--- src/rtl/k_and_s_pkg.sv ---
// Shared types and constants for the K&S fetch/decode datapath.
package k_and_s_pkg;

  typedef enum logic [3:0] {
    I_NOP    = 4'd0,
    I_BRANCH = 4'd1,
    I_BZERO  = 4'd2,
    I_BNEG   = 4'd3,
    I_BNZERO = 4'd4,
    I_BNNEG  = 4'd5,
    I_LOAD   = 4'd6,
    I_STORE  = 4'd7,
    I_MOVE   = 4'd8,
    I_ADD    = 4'd9,
    I_SUB    = 4'd10,
    I_AND    = 4'd11,
    I_OR     = 4'd12,
    I_HALT   = 4'd13
  } decoded_instruction_type;

  localparam logic [4:0] OP_NOP    = 5'b00000;
  localparam logic [4:0] OP_BRANCH = 5'b00001;
  localparam logic [4:0] OP_BZERO  = 5'b00010;
  localparam logic [4:0] OP_BNEG   = 5'b00011;
  localparam logic [4:0] OP_BNZERO = 5'b01010;
  localparam logic [4:0] OP_BNNEG  = 5'b01011;
  localparam logic [4:0] OP_LOAD   = 5'b10000;
  localparam logic [4:0] OP_STORE  = 5'b10001;
  localparam logic [4:0] OP_MOVE   = 5'b10010;
  localparam logic [4:0] OP_ADD    = 5'b10100;
  localparam logic [4:0] OP_SUB    = 5'b10101;
  localparam logic [4:0] OP_AND    = 5'b10110;
  localparam logic [4:0] OP_OR     = 5'b10111;
  localparam logic [4:0] OP_HALT   = 5'b11111;

  // IR layout; the memory address is always the low byte (c/a/b overlay it).
  typedef struct packed {
    logic [4:0] opcode;    // [15:11]
    logic       rsvd10;    // [10]
    logic [1:0] ls_reg;    // [9:8]  LOAD/STORE register
    logic [1:0] rsvd7_6;   // [7:6]
    logic [1:0] c_reg;     // [5:4]
    logic [1:0] a_reg;     // [3:2]
    logic [1:0] b_reg;     // [1:0]
  } ks_ir_fields_t;

  // True for any opcode in the instruction set.
  function automatic logic op_is_defined(input logic [4:0] op);
    logic ok;
    case (op)
      OP_NOP, OP_BRANCH, OP_BZERO, OP_BNEG, OP_BNZERO, OP_BNNEG,
      OP_LOAD, OP_STORE, OP_MOVE, OP_ADD, OP_SUB, OP_AND, OP_OR,
      OP_HALT: ok = 1'b1;
      default: ok = 1'b0;
    endcase
    return ok;
  endfunction

endpackage

--- src/rtl/ks_instr_decoder.sv ---
// Combinational IR decoder: instruction type, operand indices, illegal flag.
module ks_instr_decoder
  import k_and_s_pkg::*;
(
  input  logic [15:0]             ir_i,
  output decoded_instruction_type decoded_instruction_o,
  output logic [1:0]              a_addr_o,
  output logic [1:0]              b_addr_o,
  output logic [1:0]              c_addr_o,
  output logic                    illegal_o
);

  ks_ir_fields_t f;
  assign f = ks_ir_fields_t'(ir_i);

  // Map opcode to instruction type and route only the operand fields it uses.
  always_comb begin
    decoded_instruction_o = I_NOP;
    a_addr_o              = 2'b00;
    b_addr_o              = 2'b00;
    c_addr_o              = 2'b00;
    illegal_o             = 1'b0;
    case (f.opcode)
      OP_NOP:    decoded_instruction_o = I_NOP;
      OP_BRANCH: decoded_instruction_o = I_BRANCH;
      OP_BZERO:  decoded_instruction_o = I_BZERO;
      OP_BNEG:   decoded_instruction_o = I_BNEG;
      OP_BNZERO: decoded_instruction_o = I_BNZERO;
      OP_BNNEG:  decoded_instruction_o = I_BNNEG;
      OP_HALT:   decoded_instruction_o = I_HALT;
      OP_LOAD: begin
        decoded_instruction_o = I_LOAD;
        c_addr_o              = f.ls_reg;
      end
      OP_STORE: begin
        decoded_instruction_o = I_STORE;
        a_addr_o              = f.ls_reg;
      end
      OP_MOVE: begin
        decoded_instruction_o = I_MOVE;
        c_addr_o              = f.c_reg;
        a_addr_o              = f.a_reg;
      end
      OP_ADD, OP_SUB, OP_AND, OP_OR: begin
        case (f.opcode)
          OP_ADD:  decoded_instruction_o = I_ADD;
          OP_SUB:  decoded_instruction_o = I_SUB;
          OP_AND:  decoded_instruction_o = I_AND;
          default: decoded_instruction_o = I_OR;
        endcase
        c_addr_o = f.c_reg;
        a_addr_o = f.a_reg;
        b_addr_o = f.b_reg;
      end
      default: begin
        decoded_instruction_o = I_NOP;
        illegal_o             = 1'b1;
      end
    endcase
  end

endmodule

--- src/rtl/ks_fetch_decode.sv ---
// K&S fetch/decode stage: PC, IR, flags, sticky illegal flag and RAM address mux.
module ks_fetch_decode
  import k_and_s_pkg::*;
#(
  parameter logic [7:0] RESET_PC = 8'h00
) (
  input  logic                    clk,
  input  logic                    rst,
  input  logic [15:0]             ram_rdata,
  input  logic                    ir_enable,
  input  logic                    pc_enable,
  input  logic                    branch,
  input  logic                    addr_sel,
  input  logic                    flags_reg_enable,
  input  logic                    alu_zero,
  input  logic                    alu_neg,
  input  logic                    alu_uovf,
  input  logic                    alu_sovf,
  output logic [7:0]              ram_addr,
  output logic [7:0]              pc,
  output decoded_instruction_type decoded_instruction,
  output logic [1:0]              a_addr,
  output logic [1:0]              b_addr,
  output logic [1:0]              c_addr,
  output logic [7:0]              mem_addr,
  output logic                    zero_op,
  output logic                    neg_op,
  output logic                    unsigned_overflow,
  output logic                    signed_overflow
  ,output logic                   illegal_instr
);

  logic [7:0]  pc_q, pc_d;
  logic [15:0] ir_q, ir_d;
  logic [3:0]  flags_q, flags_d;   // {zero, neg, uovf, sovf}
  logic        illegal_q, illegal_d;
  logic        dec_illegal_s;

  ks_instr_decoder u_dec (
    .ir_i                  (ir_q),
    .decoded_instruction_o (decoded_instruction),
    .a_addr_o              (a_addr),
    .b_addr_o              (b_addr),
    .c_addr_o              (c_addr),
    .illegal_o             (dec_illegal_s)
  );

  assign mem_addr          = ir_q[7:0];
  assign pc                = pc_q;
  assign ram_addr          = addr_sel ? pc_q : ir_q[7:0];
  assign zero_op           = flags_q[3];
  assign neg_op            = flags_q[2];
  assign unsigned_overflow = flags_q[1];
  assign signed_overflow   = flags_q[0];
  assign illegal_instr     = illegal_q;

  // Next-state: branch target uses the old IR; illegal is judged on the word
  // being latched so the sticky flag rises together with the IR update.
  always_comb begin
    pc_d      = pc_q;
    ir_d      = ir_q;
    flags_d   = flags_q;
    illegal_d = illegal_q;
    if (pc_enable) begin
      if (branch) pc_d = ir_q[7:0];
      else        pc_d = pc_q + 8'd1;
    end else begin
      pc_d = pc_q;
    end
    if (ir_enable) begin
      ir_d      = ram_rdata;
      illegal_d = illegal_q | ~op_is_defined(ram_rdata[15:11]);
    end else begin
      ir_d      = ir_q;
      illegal_d = illegal_q;
    end
    if (flags_reg_enable) flags_d = {alu_zero, alu_neg, alu_uovf, alu_sovf};
    else                  flags_d = flags_q;
  end

  // State registers with synchronous reset taking priority over all enables.
  always_ff @(posedge clk) begin
    if (rst) begin
      pc_q      <= RESET_PC;
      ir_q      <= 16'h0000;
      flags_q   <= 4'b0000;
      illegal_q <= 1'b0;
    end else begin
      pc_q      <= pc_d;
      ir_q      <= ir_d;
      flags_q   <= flags_d;
      illegal_q <= illegal_d;
    end
  end

  // Decoder's own illegal view is informational; the sticky flag is the output.
  logic unused_s;
  assign unused_s = dec_illegal_s;

endmodule

--- config.mk ---
export PLATFORM = sky130hd
export DESIGN_NAME = ks_fetch_decode
export DESIGN_NICKNAME = d
export VERILOG_FILES = /design/src/rtl/k_and_s_pkg.sv /design/src/rtl/ks_instr_decoder.sv /design/src/rtl/ks_fetch_decode.sv
export SDC_FILE = /design/constraint.sdc
export NUM_CORES = 1
export LEC_CHECK = 0
export ABC_AREA = 1
export ABC_CLOCK_PERIOD_IN_PS = 1350
export BUFFER_PORTS_ARGS = -buffer_cell sky130_fd_sc_hd__buf_2
export CORE_ASPECT_RATIO = 1.75
export CORE_MARGIN = 2
export CORE_UTILIZATION = 47
export DETAILED_ROUTE_END_ITERATION = 10
export GPL_TIMING_DRIVEN = 0
export PLACE_DENSITY = 0.81
export SLEW_MARGIN = 20
export SYNTH_ARGS = -nofsm -noshare
export SYNTH_HDL_FRONTEND = slang
export SYNTH_SLANG_ARGS = --single-unit
--- constraint.sdc ---
create_clock -name clk -period 1.35 [get_ports clk]
set_input_delay 0 -clock clk [delete_from_list [all_inputs] [get_ports clk]]
set_output_delay 0 -clock clk [all_outputs]
set_load 0.02 [all_outputs]
==> results of run 1 <==
-- flip-flops by register name (all words and copies together), names as in the netlist --
register,cells
flags_q,4
illegal_instr,1
ir_q,15
pc,8
-- Yosys cell counts, types with 2 or more instances --
| cell type | count | area (µm²) |
|---|---|---|
| sky130_fd_sc_hd__buf_4 | 9 | 67.6 |
| sky130_fd_sc_hd__nand2_1 | 31 | 116 |
| sky130_fd_sc_hd__buf_2 | 3 | 15.0 |
| sky130_fd_sc_hd__nor2_2 | 4 | 25.0 |
| sky130_fd_sc_hd__o211ai_1 | 3 | 22.5 |
| sky130_fd_sc_hd__nand2_2 | 3 | 18.8 |
| sky130_fd_sc_hd__a21oi_2 | 3 | 26.3 |
| sky130_fd_sc_hd__inv_2 | 2 | 7.51 |
| sky130_fd_sc_hd__nand3_1 | 8 | 40.0 |
| sky130_fd_sc_hd__a21oi_1 | 22 | 110 |
| sky130_fd_sc_hd__nor2_1 | 26 | 97.6 |
| sky130_fd_sc_hd__dfxtp_1 | 28 | 561 |
| sky130_fd_sc_hd__o21ai_1 | 3 | 15.0 |
| sky130_fd_sc_hd__o22ai_1 | 4 | 25.0 |
| sky130_fd_sc_hd__buf_6 | 2 | 22.5 |
| sky130_fd_sc_hd__o21ai_0 | 34 | 170 |
| sky130_fd_sc_hd__nor3_1 | 2 | 10.0 |
| sky130_fd_sc_hd__inv_1 | 24 | 90.1 |
-- report_power, final --
group	leakage (µW)	internal (µW)	total, µW	switching (µW)
registers	0.000236	884	940	56.0
logic	0.000818	227	556	329
clock network	0.0000288	261	525	264
-- through the flow --
| stage | cell area [µm²] | power [µW] |
|---|---|---|
| floorplan | 1560 | 1260 |
| global placement | 1930 | 1420 |
| detailed placement | 1930 | 1430 |
| CTS | 2160 | 1990 |
| global route | 2240 | 2120 |
| finish | 2240 | 2020 |
-- final cells by class --
type / count / share of cell area, %
Sequential cell: 28 / 25.9
Inverter: 27 / 4.75
Buffer: 15 / 4.92
Timing Repair Buffer: 76 / 21.3
Multi-Input combinational cell: 153 / 38.3
Clock buffer: 4 / 2.46
Tap cell: 43 / 2.40
-- metal layers --
| layer | part of all wire, % | wire, µm |
|---|---|---|
| met5 | 0 | 0 |
| met4 | 1.2 | 57 |
| met3 | 4.5 | 208 |
| met2 | 57 | 2660 |
| met1 | 37 | 1730 |
-- cell families after synthesis --
family | Yosys count | synth area share [%]
flip-flops | 28 | 36.0
adder cells (fa/ha/maj) | 1 | 0.803
AO/OA/AOI/OAI | 74 | 26.7
AND/OR/NAND/NOR | 78 | 22.6
buffers and inverters | 42 | 13.9
-- what timing repair did --
action,4_1_cts,5_1_grt
hold buffers,11,0
gates resized for setup,19,23
cloned,0,0
hold endpoints to repair,12,0
setup buffers,2,0
endpoints found under the setup margin,8,10
pin swaps,4,6
-- how the worst max path moves through the flow --
stage | endpoint | cells past startpoint | from
after detailed placement | pc[6]$_SDFFE_PP0P_ | 6 | pc[0]$_SDFFE_PP0P_
final | a_addr[0] | 6 | ir_q[14]$_SDFFE_PP0P_
after global placement | pc[6]$_SDFFE_PP0P_ | 6 | pc[0]$_SDFFE_PP0P_
after CTS | a_addr[1] | 6 | ir_q[14]$_SDFFE_PP0P_
after floorplan | pc[6]$_SDFFE_PP0P_ | 6 | pc[0]$_SDFFE_PP0P_
after global routing | a_addr[0] | 6 | ir_q[14]$_SDFFE_PP0P_
-- worst max-delay path: cells and delay by family (launching register included) --
family | cells | cell delay (ps)
DFF | 1 | 360
AOI/OAI and AO/OA | 1 | 210
and+or+nand+nor | 4 | 410
buffers and inverters | 1 | 140
==> out/metrics.json, run 1 <==
{
  "status": {"value": "finished, violations left"},
  "violations_in_the_final_reports": {"value": "hold timing, setup timing"},
  "layout.filler_cells": {"value": 289},
  "gr-max-usage-layer": {"value": "met2"},
  "cts.path.max_buffers": {"value": 2},
  "synthCells": {"value": 223},
  "route.vias.total": {"value": 1773},
  "wl_per_cell": {"value": 13.5, "unit": "µm"},
  "worst_clock_skew_on_the_final_layout": {"value": 2.34, "unit": "ps"},
  "die_height": {"value": 80.2, "unit": "µm"},
  "timing.final.max_slew_violations": {"value": 0},
  "drive_above_1_share": {"value": 40.6, "unit": "%"},
  "cts_root_buffer_type": {"value": "sky130_fd_sc_hd__clkbuf_8"},
  "multi_input_comb_area": {"value": 856, "unit": "µm²"},
  "die-area": {"value": 3810, "unit": "µm²"},
  "most_common_cell_after_layout_fill_and_taps_aside": {"value": "sky130_fd_sc_hd__buf_2"},
  "timing.setup.critical_path_class": {"value": "flip-flop to output pin"},
  "globalRoute.totalOverflow": {"value": 0},
  "fraction_of_met1_tracks_used_by_global_routing": {"value": 27.4, "unit": "%"},
  "syn_to_final_growth": {"value": 43.6, "unit": "%"},
  "timing.final.crit_share": {"value": 104, "unit": "%"},
  "slew-limit-headroom": {"value": 84.0, "unit": "%"},
  "cp_data_arrival_time": {"value": 1410, "unit": "ps"},
  "synth_nets": {"value": 251},
  "place.port_buffers": {"value": 63},
  "ys_async_sr_fraction": {"value": 0, "unit": "%"},
  "setup.worst_path.start_class": {"value": "flip-flop"},
  "post-dp-hpwl": {"value": 3.19, "unit": "mm"},
  "min-delay-start": {"value": "ram_rdata[4]"},
  "layout.area.seq": {"value": 579, "unit": "µm²"},
  "drt.antenna.violating_nets": {"value": 0},
  "fp_rows": {"value": 27},
  "postLayoutCoreUtil": {"value": 71.2, "unit": "%"},
  "place_worst_setup_slack": {"value": 20.2, "unit": "ps"},
  "worstMarginPinSlew": {"value": 239, "unit": "ps"},
  "gp_congestion": {"value": 0.890},
  "timing.rr.end": {"value": "pc[6]$_SDFFE_PP0P_"},
  "synth_ff_type": {"value": "sky130_fd_sc_hd__dfxtp_1"},
  "synth_seq_cells": {"value": 28},
  "number_of_enable_type_register_cells_in_the_synthesized_netlist": {"value": 0},
  "powerDensity": {"value": 903, "unit": "nW/µm²"},
  "n_antenna_cell": {"value": 0},
  "finalHoldWorstSlack": {"value": -1.74, "unit": "ps"},
  "track_usage": {"value": 25.4, "unit": "%"},
  "max_freq": {"value": 711, "unit": "MHz"},
  "antenna_violations_before_repair": {"value": 0},
  "synth_sequential_area_ratio": {"value": 36.0, "unit": "%"},
  "grtUsageMet3": {"value": 3.15, "unit": "%"},
  "period_minus_slack": {"value": 1410, "unit": "ps"},
  "global_route_wire_length_before_repair": {"value": 7.16, "unit": "mm"},
  "crit_path_max_incr_delay": {"value": 360, "unit": "ps"},
  "cts_tree": {"value": "yes"},
  "setup.reg_to_reg.worst_slack": {"value": 130, "unit": "ps"},
  "dpl.cell_count": {"value": 329},
  "drt-vias-per-instance": {"value": 5.12},
  "final-instance-count-excl-fill": {"value": 346},
  "wl": {"value": 4.66, "unit": "mm"},
  "floorplan.core_area": {"value": 3140, "unit": "µm²"},
  "cts.sink_count": {"value": 28},
  "crit_path_cell_trace": {"value": "nor2_4 > nand2_2 > nor2_4 > nand2_2 > o22ai_2 > buf_6"},
  "synthesis.area_per_instance": {"value": 6.99, "unit": "µm²"},
  "setup_violations": {"value": 3},
  "via_count_of_the_first_global_routing_pass": {"value": 1712},
  "worst_r2r_path_depth": {"value": 6},
  "cellLeakagePower": {"value": 0.00108, "unit": "µW"},
  "timing.rr.start": {"value": "pc[0]$_SDFFE_PP0P_"},
  "crit_path_max_fanout": {"value": 2},
  "hold_path.class": {"value": "primary input to flip-flop"},
  "drtIter0Drc": {"value": 27},
  "layout.cells.most_common_list": {"value": "sky130_fd_sc_hd__buf_2 (59), sky130_fd_sc_hd__o21ai_0 (34), sky130_fd_sc_hd__nand2_1 (27)"},
  "endpoint_kind": {"value": "output pin"},
  "max_cap_viol_count": {"value": 0},
  "grt_util_met2": {"value": 46.2, "unit": "%"},
  "final_critical_path_setup_slack": {"value": -56.3, "unit": "ps"},
  "finalSetupTns": {"value": -66.4, "unit": "ps"},
  "critPathSlowestCell": {"value": "sky130_fd_sc_hd__dfxtp_4"},
  "htree_levels": {"value": 1},
  "mappedNetlistArea": {"value": 1560, "unit": "µm²"},
  "rsz0062_at_grt": {"value": "true"},
  "cp_data_required_time": {"value": 1350, "unit": "ps"},
  "detail_route.drc_violations": {"value": 0},
  "insertion_delay": {"value": 270, "unit": "ps"},
  "grt_start_max_net_pins": {"value": 16},
  "ioPinCount": {"value": 66},
  "synth_warnings": {"value": 0},
  "hold_path_depth": {"value": 3},
  "max-vdd-ir-drop": {"value": 0.762, "unit": "mV"},
  "finish.net_count": {"value": 332},
  "clkSlewWorstSetupHoldPaths": {"value": 100, "unit": "ps"},
  "finalHoldViolations": {"value": 1},
  "synth_cell_types": {"value": 30},
  "hold_end": {"value": "ir_q[4]$_SDFFE_PP0P_"},
  "firstDrtPassIters": {"value": 4},
  "cts_buffer_count": {"value": 3},
  "die_w": {"value": 47.5, "unit": "µm"},
  "initial_utilization": {"value": 49.6, "unit": "%"}
}
No activity file was read; power rests on OpenSTA's default activity.
==> inputs of run 2 (changes only) <==
--- a/config.mk
+++ b/config.mk
@@ -12,9 +12,9 @@
 export CORE_MARGIN = 2
 export CORE_UTILIZATION = 47
 export DETAILED_ROUTE_END_ITERATION = 10
-export GPL_TIMING_DRIVEN = 0
 export PLACE_DENSITY = 0.81
 export SLEW_MARGIN = 20
 export SYNTH_ARGS = -nofsm -noshare
 export SYNTH_HDL_FRONTEND = slang
 export SYNTH_SLANG_ARGS = --single-unit
+export TNS_END_PERCENT = 100
==> constraint.sdc (replaced) <==
create_clock -name clk -period 1.35 [get_ports clk]
set_input_delay 0.27 -clock clk [delete_from_list [all_inputs] [get_ports clk]]
set_output_delay 0.27 -clock clk [all_outputs]
set_load 0.02 [all_outputs]
==> run 2 against run 1 <==
The flow finishes with violations (setup timing). Sequential power shrank 0.4%. Maximum frequency fell by 15%. Worst setup slack worse by 250 ps. First-iteration DRC count up 15%. Clock power up 24%. Cell count shrank 4.6%. Cell area decreased by 4.6%. Non-clock buffer count decreased by 16. Hold slack improved by 210 ps. Critical path depth did not move. Register-to-register slack gained 20 ps.
==> out/metrics.json, run 2 (same netlist as run 1, synthesis figures left out) <==
{
  "period_minus_slack": {"value": 1660, "unit": "ps", "change": "was 1410 ps"},
  "initial_utilization": {"value": 49.6, "unit": "%", "change": "unchanged"},
  "gp_congestion": {"value": 0.904, "change": "was 0.890"},
  "drt.antenna.violating_nets": {"value": 0, "change": "unchanged"},
  "hold_path.class": {"value": "primary input to flip-flop", "change": "unchanged"},
  "endpoint_kind": {"value": "output pin", "change": "unchanged"},
  "worst_clock_skew_on_the_final_layout": {"value": 5.60, "unit": "ps", "change": "was 2.34 ps"},
  "finalSetupTns": {"value": -2380, "unit": "ps", "change": "was -66.4 ps"},
  "cellLeakagePower": {"value": 0.00102, "unit": "µW", "change": "was 0.00108 µW"},
  "timing.final.max_slew_violations": {"value": 0, "change": "unchanged"},
  "cts_root_buffer_type": {"value": "sky130_fd_sc_hd__clkbuf_8", "change": "unchanged"},
  "insertion_delay": {"value": 270, "unit": "ps", "change": "about the same"},
  "finalHoldWorstSlack": {"value": 208, "unit": "ps", "change": "was -1.74 ps"},
  "timing.setup.critical_path_class": {"value": "flip-flop to output pin", "change": "unchanged"},
  "die_height": {"value": 80.2, "unit": "µm", "change": "unchanged"},
  "max_flop_register": {"value": "ir_q", "change": "unchanged"},
  "drive_above_1_share": {"value": 42.5, "unit": "%", "change": "was 40.6%"},
  "place_worst_setup_slack": {"value": -27.7, "unit": "ps", "change": "was 20.2 ps"},
  "wl_per_cell": {"value": 12.3, "unit": "µm", "change": "was 13.5 µm"},
  "finish.instance_area": {"value": 2130, "unit": "µm²", "change": "was 2240 µm²"},
  "ioPinCount": {"value": 66, "change": "unchanged"},
  "globalRoute.totalOverflow": {"value": 0, "change": "unchanged"},
  "final_critical_path_setup_slack": {"value": -307, "unit": "ps", "change": "was -56.3 ps"},
  "grt_start_max_net_pins": {"value": 26, "change": "was 16"},
  "antenna_violations_before_repair": {"value": 0, "change": "unchanged"},
  "wl": {"value": 4.07, "unit": "mm", "change": "was 4.66 mm"},
  "cp_data_required_time": {"value": 1080, "unit": "ps", "change": "was 1350 ps"},
  "cp_data_arrival_time": {"value": 1390, "unit": "ps", "change": "was 1410 ps"},
  "detail_route.drc_violations": {"value": 0, "change": "unchanged"},
  "violations_in_the_final_reports": {"value": "setup timing", "change": "was hold timing, setup timing"},
  "clkSlewWorstSetupHoldPaths": {"value": 100, "unit": "ps", "change": "about the same"},
  "syn_to_final_growth": {"value": 37.0, "unit": "%", "change": "was 43.6%"},
  "drt-vias-per-instance": {"value": 5.10, "change": "was 5.12"},
  "floorplan.core_area": {"value": 3140, "unit": "µm²", "change": "unchanged"},
  "htree_levels": {"value": 1, "change": "unchanged"},
  "largest_register_ffs": {"value": 15, "change": "unchanged"},
  "power.clock.fraction": {"value": 30.8, "unit": "%", "change": "was 26.0%"},
  "die-area": {"value": 3810, "unit": "µm²", "change": "unchanged"},
  "cellInternalPower": {"value": 1490, "unit": "µW", "change": "was 1370 µW"},
  "cts.sink_count": {"value": 28, "change": "unchanged"},
  "cts.path.max_buffers": {"value": 2, "change": "unchanged"},
  "firstDrtPassIters": {"value": 5, "change": "was 4"},
  "worstMarginPinSlew": {"value": 290, "unit": "ps", "change": "was 239 ps"},
  "cts_buffer_count": {"value": 3, "change": "unchanged"},
  "status": {"value": "finished, violations left", "change": "unchanged"},
  "track_usage": {"value": 21.7, "unit": "%", "change": "was 25.4%"},
  "setup_violations": {"value": 10, "change": "was 3"},
  "layout.cells.most_common_list": {"value": "sky130_fd_sc_hd__buf_2 (52), sky130_fd_sc_hd__nand2_1 (28), sky130_fd_sc_hd__o21ai_0 (28)", "change": "was sky130_fd_sc_hd__buf_2 (59), sky130_fd_sc_hd__o21ai_0 (34), sky130_fd_sc_hd__nand2_1 (27)"},
  "cts_hold_buf": {"value": 0, "change": "was 11"},
  "placement.cell_area": {"value": 1870, "unit": "µm²", "change": "was 1930 µm²"},
  "rsz0062_at_grt": {"value": "true", "change": "unchanged"},
  "power.net_switching": {"value": 628, "unit": "µW", "change": "was 649 µW"},
  "via_count_of_the_first_global_routing_pass": {"value": 1493, "change": "was 1712"},
  "power.total": {"value": 2120, "unit": "µW", "change": "was 2020 µW"},
  "setup.reg_to_reg.worst_slack": {"value": 150, "unit": "ps", "change": "was 130 ps"},
  "n_antenna_cell": {"value": 0, "change": "unchanged"},
  "most_common_cell_after_layout_fill_and_taps_aside": {"value": "sky130_fd_sc_hd__buf_2", "change": "unchanged"},
  "route.vias.total": {"value": 1683, "change": "was 1773"},
  "finalHoldViolations": {"value": 0, "change": "was 1"},
  "seq_power_share": {"value": 44.2, "unit": "%", "change": "was 46.5%"},
  "place.port_buffers": {"value": 64, "change": "was 63"},
  "slew-limit-headroom": {"value": 80.6, "unit": "%", "change": "was 84.0%"},
  "fp_rows": {"value": 27, "change": "unchanged"},
  "setup.worst_path.start_class": {"value": "flip-flop", "change": "unchanged"},
  "max_cap_viol_count": {"value": 0, "change": "unchanged"},
  "max-vdd-ir-drop": {"value": 1.15, "unit": "mV", "change": "was 0.762 mV"},
  "comb_power_share": {"value": 25.0, "unit": "%", "change": "was 27.5%"},
  "global_route_wire_length_before_repair": {"value": 6.20, "unit": "mm", "change": "was 7.16 mm"},
  "post-dp-hpwl": {"value": 3.00, "unit": "mm", "change": "was 3.19 mm"},
  "netSwitchingFraction": {"value": 29.7, "unit": "%", "change": "was 32.1%"},
  "cts_tree": {"value": "yes", "change": "unchanged"},
  "die_w": {"value": 47.5, "unit": "µm", "change": "unchanged"},
  "powerDensity": {"value": 991, "unit": "nW/µm²", "change": "was 903 nW/µm²"},
  "max_freq": {"value": 603, "unit": "MHz", "change": "was 711 MHz"},
  "crit_path_max_fanout": {"value": 4, "change": "was 2"},
  "timing.final.crit_share": {"value": 123, "unit": "%", "change": "was 104%"},
  "drtIter0Drc": {"value": 31, "change": "was 27"},
  "finish.net_count": {"value": 316, "change": "was 332"}
}
run 2: cell count changes in the layout (fill, tap and decap cells not counted), sizes merged:
cell	delta
dlygate4sd3	-11
clkbuf	-2
buf	-4
bufinv	+1
run 2: layer usage:
layer	vias to the layer above	wire length [µm]	track usage (%)
met2	52	2210	37.6
met5	-	0	0
li1	861	-	-
met3	8	143	2.47
met1	762	1620	25.2
met4	0	96	9.17
run 2: metrics by stage:
step | instances | utilization [%]
final | 330 | 67.9
after global routing | 330 | 67.9
after CTS | 327 | 64.6
after detailed placement | 322 | 59.7
after global placement | 322 | 59.7
after floorplan | 223 | -
run 2: worst max-delay path: stages, from the launching register on:
cell and delay (ps):
sky130_fd_sc_hd__dfxtp_4 370, sky130_fd_sc_hd__nor2_4 120, sky130_fd_sc_hd__nand2_2 80, sky130_fd_sc_hd__nor2_2 100, sky130_fd_sc_hd__nand2_1 90, sky130_fd_sc_hd__o22ai_1 180
sky130_fd_sc_hd__buf_4 180
run 2: power by group through the flow:
stage / logic (µW) / registers [µW] / clock network, µW
final: 528 / 936 / 652
after global routing: 580 / 944 / 713
after CTS: 494 / 934 / 677
after detailed placement: 464 / 948 / 0
after global placement: 457 / 946 / 0
after floorplan: 283 / 979 / 0
run 2: what timing repair did:
action	in CTS	in global routing
buffers inserted	1	3
gates resized for setup	28	34
endpoints found under the setup margin	10	16
cloned	0	0
pin swaps	2	3
run 2: worst paths after layout:
kind | startpoint | depth (start not counted) | end
worst min-delay path | rst | 2 | pc[7]$_SDFFE_PP0P_
worst max register to register | pc[0]$_SDFFE_PP0P_ | 6 | pc[6]$_SDFFE_PP0P_
worst max-delay path | ir_q[13]$_SDFFE_PP0P_ | 6 | a_addr[1]
worst min register to register | flags_q[1]$_SDFFE_PP0P_ | 2 | flags_q[1]$_SDFFE_PP0P_
run 2: layout make-up:
type,instances,area (µm²)
fill,279,1010
clock inverter,1,30.0
timing repair buffer,75,467
sequential,28,586
clock buffer,3,41.3
tap,43,53.8
inverter,27,109
multi-input combinational,153,848
